$ cat src/rtl/fpu_div_frac_iter_if.sv
// Request/response bundle between the operand queue, the fraction divider
// and the divide exponent/rounding stage.
interface fpu_div_frac_iter_if #(
    parameter int FRAC_W = 53,
    parameter int CNT_W  = 6
);
    logic              in_vld;
    logic              in_rdy;
    logic              in_dbl;
    logic [FRAC_W-1:0] in_a;
    logic [FRAC_W-1:0] in_b;
    logic              out_vld;
    logic              out_rdy;
    logic [FRAC_W+1:0] out_quo;
    logic              out_sticky;
    logic [CNT_W-1:0]  out_shl_a;
    logic [CNT_W-1:0]  out_shl_b;
    logic              out_dbz;

    modport master (
        output in_vld, in_dbl, in_a, in_b, out_rdy,
        input  in_rdy, out_vld, out_quo, out_sticky, out_shl_a, out_shl_b, out_dbz
    );

    modport slave (
        input  in_vld, in_dbl, in_a, in_b, out_rdy,
        output in_rdy, out_vld, out_quo, out_sticky, out_shl_a, out_shl_b, out_dbz
    );
endinterface

$ cat src/rtl/fpu_div_frac_iter.sv
// Self-sequencing radix-2 restoring mantissa divider: normalises both operands,
// then produces one quotient bit per cycle for double or single precision.
module fpu_div_frac_iter #(
    parameter int FRAC_W = 53,
    parameter int SNG_W  = 24,
    parameter int CNT_W  = 6
) (
    input  logic                 rclk,
    input  logic                 rst,
    fpu_div_frac_iter_if.slave   bus,
    input  logic                 abort,
    input  logic                 err_en,
    output logic                 busy
);
    typedef enum logic [1:0] {IDLE, NORM, ITER, DONE} state_t;

    localparam logic [CNT_W-1:0] N_DBL = CNT_W'(FRAC_W + 2);
    localparam logic [CNT_W-1:0] N_SNG = CNT_W'(SNG_W + 2);

    state_t            r_state;
    logic              r_in_rdy;
    logic              r_dbl;
    logic [FRAC_W-1:0] r_a;
    logic [FRAC_W-1:0] r_b;
    logic [FRAC_W-1:0] r_bn;
    logic [FRAC_W:0]   r_rem;
    logic [FRAC_W+1:0] r_qacc;
    logic [CNT_W-1:0]  r_cnt;
    logic              r_out_vld;
    logic [FRAC_W+1:0] r_quo;
    logic              r_sticky;
    logic [CNT_W-1:0]  r_shl_a;
    logic [CNT_W-1:0]  r_shl_b;
    logic              r_dbz;

    logic [FRAC_W-1:0] w_sng_mask;
    logic [FRAC_W-1:0] w_in_a;
    logic [FRAC_W-1:0] w_in_b;
    logic [CNT_W-1:0]  w_lzc_a;
    logic [CNT_W-1:0]  w_lzc_b;
    logic [FRAC_W-1:0] w_a_norm;
    logic [FRAC_W-1:0] w_b_norm;
    logic [FRAC_W+1:0] w_d;
    logic              w_q;
    logic [FRAC_W:0]   w_rem_sel;
    logic [FRAC_W+1:0] w_qnext;
    logic [FRAC_W+1:0] w_qfinal;
    logic [FRAC_W+1:0] w_err;

    // Single precision only owns the top SNG_W bits of each mantissa.
    for (genvar gi = 0; gi < FRAC_W; gi++) begin : g_sng_mask
        assign w_sng_mask[gi] = (gi >= FRAC_W - SNG_W);
    end

    function automatic logic [CNT_W-1:0] lzc(input logic [FRAC_W-1:0] v);
        logic [CNT_W-1:0] n;
        logic             found;
        n     = CNT_W'(FRAC_W);
        found = 1'b0;
        for (int i = FRAC_W - 1; i >= 0; i--) begin
            if (!found && v[i]) begin
                n     = CNT_W'(FRAC_W - 1 - i);
                found = 1'b1;
            end
        end
        return n;
    endfunction

    assign w_in_a    = bus.in_dbl ? bus.in_a : (bus.in_a & w_sng_mask);
    assign w_in_b    = bus.in_dbl ? bus.in_b : (bus.in_b & w_sng_mask);
    assign w_lzc_a   = lzc(r_a);
    assign w_lzc_b   = lzc(r_b);
    assign w_a_norm  = r_a << w_lzc_a;
    assign w_b_norm  = r_b << w_lzc_b;

    // A negative trial difference shows up as a set top bit.
    assign w_d       = {1'b0, r_rem} - {2'b00, r_bn};
    assign w_q       = ~w_d[FRAC_W+1];
    assign w_rem_sel = w_q ? w_d[FRAC_W:0] : r_rem;
    assign w_qnext   = {r_qacc[FRAC_W:0], w_q};
    assign w_qfinal  = r_dbl ? w_qnext : (w_qnext << (FRAC_W - SNG_W));
    assign w_err     = {{(FRAC_W+1){1'b0}}, err_en};

    always_ff @(posedge rclk or posedge rst) begin
        if (rst) begin
            r_state   <= IDLE;
            r_in_rdy  <= 1'b0;
            r_dbl     <= 1'b0;
            r_a       <= '0;
            r_b       <= '0;
            r_bn      <= '0;
            r_rem     <= '0;
            r_qacc    <= '0;
            r_cnt     <= '0;
            r_out_vld <= 1'b0;
            r_quo     <= '0;
            r_sticky  <= 1'b0;
            r_shl_a   <= '0;
            r_shl_b   <= '0;
            r_dbz     <= 1'b0;
        end else begin
            case (r_state)
                IDLE: begin
                    r_in_rdy <= 1'b1;
                    if (r_in_rdy && bus.in_vld) begin
                        r_a      <= w_in_a;
                        r_b      <= w_in_b;
                        r_dbl    <= bus.in_dbl;
                        r_in_rdy <= 1'b0;
                        r_state  <= NORM;
                    end
                end
                NORM: begin
                    if (abort) begin
                        r_state  <= IDLE;
                        r_in_rdy <= 1'b1;
                    end else begin
                        r_shl_a  <= w_lzc_a;
                        r_shl_b  <= w_lzc_b;
                        r_sticky <= 1'b0;
                        if (r_b == '0) begin
                            r_dbz   <= 1'b1;
                            r_quo   <= ~w_err;
                            r_state <= DONE;
                        end else if (r_a == '0) begin
                            r_dbz   <= 1'b0;
                            r_quo   <= w_err;
                            r_state <= DONE;
                        end else begin
                            r_dbz   <= 1'b0;
                            r_rem   <= {1'b0, w_a_norm};
                            r_bn    <= w_b_norm;
                            r_qacc  <= '0;
                            r_cnt   <= r_dbl ? N_DBL : N_SNG;
                            r_state <= ITER;
                        end
                    end
                end
                ITER: begin
                    if (abort) begin
                        r_state  <= IDLE;
                        r_in_rdy <= 1'b1;
                    end else begin
                        r_rem  <= {w_rem_sel[FRAC_W-1:0], 1'b0};
                        r_qacc <= w_qnext;
                        r_cnt  <= r_cnt - 1'b1;
                        if (r_cnt == CNT_W'(1)) begin
                            r_quo    <= w_qfinal ^ w_err;
                            r_sticky <= (w_rem_sel != '0);
                            r_state  <= DONE;
                        end
                    end
                end
                DONE: begin
                    // Result registers settle on entry; out_vld follows one cycle later.
                    if (abort || (r_out_vld && bus.out_rdy)) begin
                        r_state   <= IDLE;
                        r_out_vld <= 1'b0;
                        r_in_rdy  <= 1'b1;
                    end else begin
                        r_out_vld <= 1'b1;
                    end
                end
                default: r_state <= IDLE;
            endcase
        end
    end

    assign bus.in_rdy     = r_in_rdy;
    assign bus.out_vld    = r_out_vld;
    assign bus.out_quo    = r_quo;
    assign bus.out_sticky = r_sticky;
    assign bus.out_shl_a  = r_shl_a;
    assign bus.out_shl_b  = r_shl_b;
    assign bus.out_dbz    = r_dbz;
    assign busy           = (r_state != IDLE);

endmodule

$ cat src/flat_wrapper.sv
// flat-port wrapper written by rule: the top's interface ports become plain ports
module fpu_div_frac_iter_flat 
#(
    parameter int FRAC_W = 53,
    parameter int SNG_W  = 24,
    parameter int CNT_W  = 6
)
  (rclk, rst, abort, err_en, busy, bus_in_vld, bus_in_dbl, bus_in_a, bus_in_b, bus_out_rdy, bus_in_rdy, bus_out_vld, bus_out_quo, bus_out_sticky, bus_out_shl_a, bus_out_shl_b, bus_out_dbz);
  fpu_div_frac_iter_if #(.FRAC_W(FRAC_W), .CNT_W(CNT_W)) bus_i ();
  input  logic rclk;
  input  logic rst;
  input  logic abort;
  input  logic err_en;
  output logic busy;
  input wire logic [$bits(bus_i.in_vld)-1:0] bus_in_vld;
  input wire logic [$bits(bus_i.in_dbl)-1:0] bus_in_dbl;
  input wire logic [$bits(bus_i.in_a)-1:0] bus_in_a;
  input wire logic [$bits(bus_i.in_b)-1:0] bus_in_b;
  input wire logic [$bits(bus_i.out_rdy)-1:0] bus_out_rdy;
  output wire logic [$bits(bus_i.in_rdy)-1:0] bus_in_rdy;
  output wire logic [$bits(bus_i.out_vld)-1:0] bus_out_vld;
  output wire logic [$bits(bus_i.out_quo)-1:0] bus_out_quo;
  output wire logic [$bits(bus_i.out_sticky)-1:0] bus_out_sticky;
  output wire logic [$bits(bus_i.out_shl_a)-1:0] bus_out_shl_a;
  output wire logic [$bits(bus_i.out_shl_b)-1:0] bus_out_shl_b;
  output wire logic [$bits(bus_i.out_dbz)-1:0] bus_out_dbz;
  assign bus_i.in_vld = bus_in_vld;
  assign bus_i.in_dbl = bus_in_dbl;
  assign bus_i.in_a = bus_in_a;
  assign bus_i.in_b = bus_in_b;
  assign bus_i.out_rdy = bus_out_rdy;
  assign bus_in_rdy = bus_i.in_rdy;
  assign bus_out_vld = bus_i.out_vld;
  assign bus_out_quo = bus_i.out_quo;
  assign bus_out_sticky = bus_i.out_sticky;
  assign bus_out_shl_a = bus_i.out_shl_a;
  assign bus_out_shl_b = bus_i.out_shl_b;
  assign bus_out_dbz = bus_i.out_dbz;
  fpu_div_frac_iter #(.FRAC_W(FRAC_W), .SNG_W(SNG_W), .CNT_W(CNT_W)) u_core (.rclk(rclk), .rst(rst), .bus(bus_i), .abort(abort), .err_en(err_en), .busy(busy));
endmodule
$ cat config.mk
export PLATFORM = sky130hd
export DESIGN_NAME = fpu_div_frac_iter_flat
export DESIGN_NICKNAME = d
export VERILOG_FILES = /design/src/rtl/fpu_div_frac_iter_if.sv /design/src/rtl/fpu_div_frac_iter.sv /design/src/flat_wrapper.sv
export SDC_FILE = /design/constraint.sdc
export NUM_CORES = 1
export LEC_CHECK = 0
export CAP_MARGIN = 20
export CELL_PAD_IN_SITES_DETAIL_PLACEMENT = 0
export CELL_PAD_IN_SITES_GLOBAL_PLACEMENT = 1
export CORE_ASPECT_RATIO = 1.4
export CORE_UTILIZATION = 29
export DETAILED_ROUTE_END_ITERATION = 10
export PLACE_DENSITY = 0.52
export SKIP_LAST_GASP = 1
export SYNTH_ARGS = -nofsm -noshare
export SYNTH_HDL_FRONTEND = slang
export SYNTH_SLANG_ARGS = --single-unit
$ cat constraint.sdc
create_clock -name rclk -period 20.5 [get_ports rclk]
set_input_delay 2.05 -clock rclk [delete_from_list [all_inputs] [get_ports rclk]]
set_output_delay 2.05 -clock rclk [all_outputs]
set_load 0.02 [all_outputs]
==> metrics.md <==
| Metric | Value |
|---|---|
| Outcome | complete, no violations |
| CTS max path bufs | 3 |
| Gr ovfl total | 0 |
| TritonRoute pass-1 iters | 5 |
| Clk slew on worst S/H paths | 0.07 ns |
| RSZ-0062 raised after global routing | no |
| MaxCap Viol Count | 0 |
| Die height | 353 um |
| Crit-path max cell delay | 0.71 ns |
| Skew-Pair Late Insertion Delay | 0.61 ns |
| Top achievable clock speed | 0.172 GHz |
| Synth-to-Final Area Change | 16.8% |
| Post CTS Setup Buffer Count | 0 |
| Routed wire length per instance | 24.2 um |
| Pins over their slew limit | 0 |
| Min-Delay Path Depth | 2 |
| Vias in the first global route | 23800 |
| Syn_nets | 3206 |
| Vias | 23800 |
| CTS Buf Count | 41 |
| CP endpoint kind | register |
| Worst path depth | 12 |
| CP dominant cell by count | mux2i_1 |
| Nets@finish | 3266 |
| Final hold violations | 0 |
| Pin count of the biggest net entering global routing | 110 |
| Resize count post-CTS | 0 |
| CP Buf/Inv Count | 1 |
| Synth unique cells | 92 |
| # DRC | 0 |
| Sequential fraction of the synthesis area | 34.0% |
| Rows | 128 |
| Ratio of cells with drive above 1 in the final layout | 8.74% |
| Min-delay src | u_core.r_bn[52] |
| Fill count | 9236 |
| Antenna violation net count after detailed routing | 0 |
| Count of final setup violators | 0 |
| Post-route setup TNS | 0 ns |
| Worst Hold End | u_core.r_bn[52] |
| Reg2reg path depth | 12 |
| GRT Total Usage | 22.9% |
| Total Wirelength | 104000 um |
| GPL Wtd Cong | 0.970 |
| Crit start category | register |
| WS Path Type | reg -> reg |
| Mapped Area | 0.0255 sq mm |
| Critical Path Fanout Max | 54 |
| Synth async-reset ratio | 100% |
| Initial core utilization | 29.3% |
| Post-synth EDFFs | 0 |
| R2r setup slk | 14.68 ns |
| Die X-Extent | 253 um |
| Post-synthesis register bit count | 347 |
| R2R Path Start | u_core.r_a[49] |
| H-tree depth | 2 |
| Antenna fix cells | 0 |
| Tmin final | 5.82 ns |
| TritonCTS clock tree | yes |
| Max stage delay cell, worst path | nand3_4 |
| Worst-Margin Slew | 1.05 ns |
| Top_reg_cell synth | dfrtp_1 |
| Slew headroom | 30.0% |
| FF-to-FF End | u_core.r_rem[46] |
| Final period utilization | 28.4% |
| Class of the worst hold path | reg -> reg |
| Clk sinks | 347 |
| Initial antenna violation count | 0 |
| Skew final | 0.0214 ns |
| DP HPWL | 80600 um |
| Die area | 0.0892 sq mm |
| Port buffer count | 184 |
| Syn avg cell area | 8.41 sq um |
| Initial DRC count | 1649 |
| CTS Hold Bufs | 0 |
| Crit path DAT | 6.26 ns |
| Critical path's top delay family | simple AND/OR/NAND/NOR gates |
| Core Area | 0.0871 sq mm |
| Ordered cell list for the critical path | nor4_2 > nand4_1 > nor4_2 > a31oi_1 > nand3_4 > mux2i_1 > mux2i_1 > mux2i_1 > mux2i_1 > a2111oi_0 > buf_2 > a311oi_1 |
| First-pass GRT wire length | 156000 um |
| Post-synthesis cell count | 3033 |
| Total I/O pin count | 185 |
| Synth Warn # | 0 |
| Required time of the critical path | 20.94 ns |
| Via density | 5.53 |
| Root Driver | clkbuf_16 |
## metrics by stage
step / util (%) / worst slack (ns) / instance area [sq um] / hold WS, ns / std cells
2_1_floorplan: - / 8.83 / 25500 / 0.418 / 3033
3_3_place_gp: 32.6 / 14.45 / 28400 / 0.440 / 4216
3_5_place_dp: 32.6 / 14.68 / 28400 / 0.438 / 4217
4_1_cts: 34.2 / 14.85 / 29800 / 0.451 / 4291
5_1_grt: 34.2 / 14.35 / 29800 / 0.491 / 4294
6_report: 34.2 / 14.68 / 29800 / 0.446 / 4294
## cell families after synthesis
kind of cell | after synthesis | share of synthesized area (%)
adder cells (fa/ha/maj) | 60 | 2.97
AND/OR/NAND/NOR | 990 | 17.6
XOR/XNOR | 40 | 1.37
flip-flops | 347 | 34.0
AO/OA/AOI/OAI | 860 | 22.0
multiplexers | 418 | 17.0
buffers and inverters | 318 | 5.07
## cells in the mapped netlist, drive strengths merged, types with 19 or more instances
cell,n,area (sq um)
o22ai,30,194
dfrtp,347,8680
nor3,63,315
a22oi,19,148
o211ai,26,195
and3,19,119
nor4,39,278
inv,107,402
nand2,459,1720
and2,22,138
mux2i,308,3080
clkbuf,148,556
a21oi,186,931
o21ai,257,1290
buf,63,337
a221o,27,270
xnor2,25,219
nand3,114,581
a21o,43,323
ha,59,738
mux2,109,1230
a211oi,57,433
a31oi,28,190
nor2,177,667
## cell usage in the layout (no fill, tap or decap), drive strengths merged, types with 63 or more instances in the layout
cell,n
a21oi,186
clkdlybuf4s50,183
dfrtp,347
inv,108
mux2,109
mux2i,308
nand2,459
nand3,114
nor2,177
nor3,63
o21ai,257
## worst reg2reg max path, delay by kind of cell (launching register included)
kind / cells / cell delay [ns]
compound gates: 3 / 1.05
simple gates: 4 / 2.19
buf+inv: 1 / 0.25
flops: 1 / 0.46
mux: 4 / 1.69
## worst max-delay path by stage
stage | startpoint | endpoint | slack, ns
after floorplan | rst | u_core.bus.in_rdy | 8.83
after global placement | u_core.r_a[17] | u_core.r_rem[46] | 14.45
after detailed placement | abort | u_core.r_rem[5] | 14.68
after CTS | u_core.r_a[49] | u_core.r_rem[46] | 14.85
after global routing | u_core.r_a[49] | u_core.r_rem[46] | 14.35
final | u_core.r_a[49] | u_core.r_rem[46] | 14.68
## cell type report
class | count | area (sq um) | share of cell area [%]
clock buffer | 59 | 1190 | 4.00
clock inverter | 15 | 191 | 0.642
inverter | 107 | 409 | 1.37
multi-input combinational | 2368 | 15700 | 52.6
sequential | 347 | 8680 | 29.1
tap | 1170 | 1460 | 4.91
timing repair buffer | 228 | 2180 | 7.32
## layer usage
metal,track usage [%],part of all wire (%),up-vias
li1,-,-,11200
met3,2.38,3.8,190
met1,27.1,40,11600
met5,0,0,-
met2,40.4,50,747
met4,12.2,5.8,0
## sequential cells by signal, indices dropped and copies added, names as in the netlist
name and cells:
u_core.bus.out_quo 55, u_core.r_qacc 54, u_core.r_rem 54, u_core.r_a 53, u_core.r_b 53, u_core.r_bn 53, u_core.bus.out_shl_a 6, u_core.bus.out_shl_b 6
u_core.r_cnt 6, u_core.r_state 2, u_core.bus.in_rdy 1, u_core.bus.out_dbz 1, u_core.bus.out_sticky 1, u_core.bus.out_vld 1, u_core.r_dbl 1
Power is not shown: default switching activity piles up to over one toggle a cycle in this logic, so the estimate is an artifact.
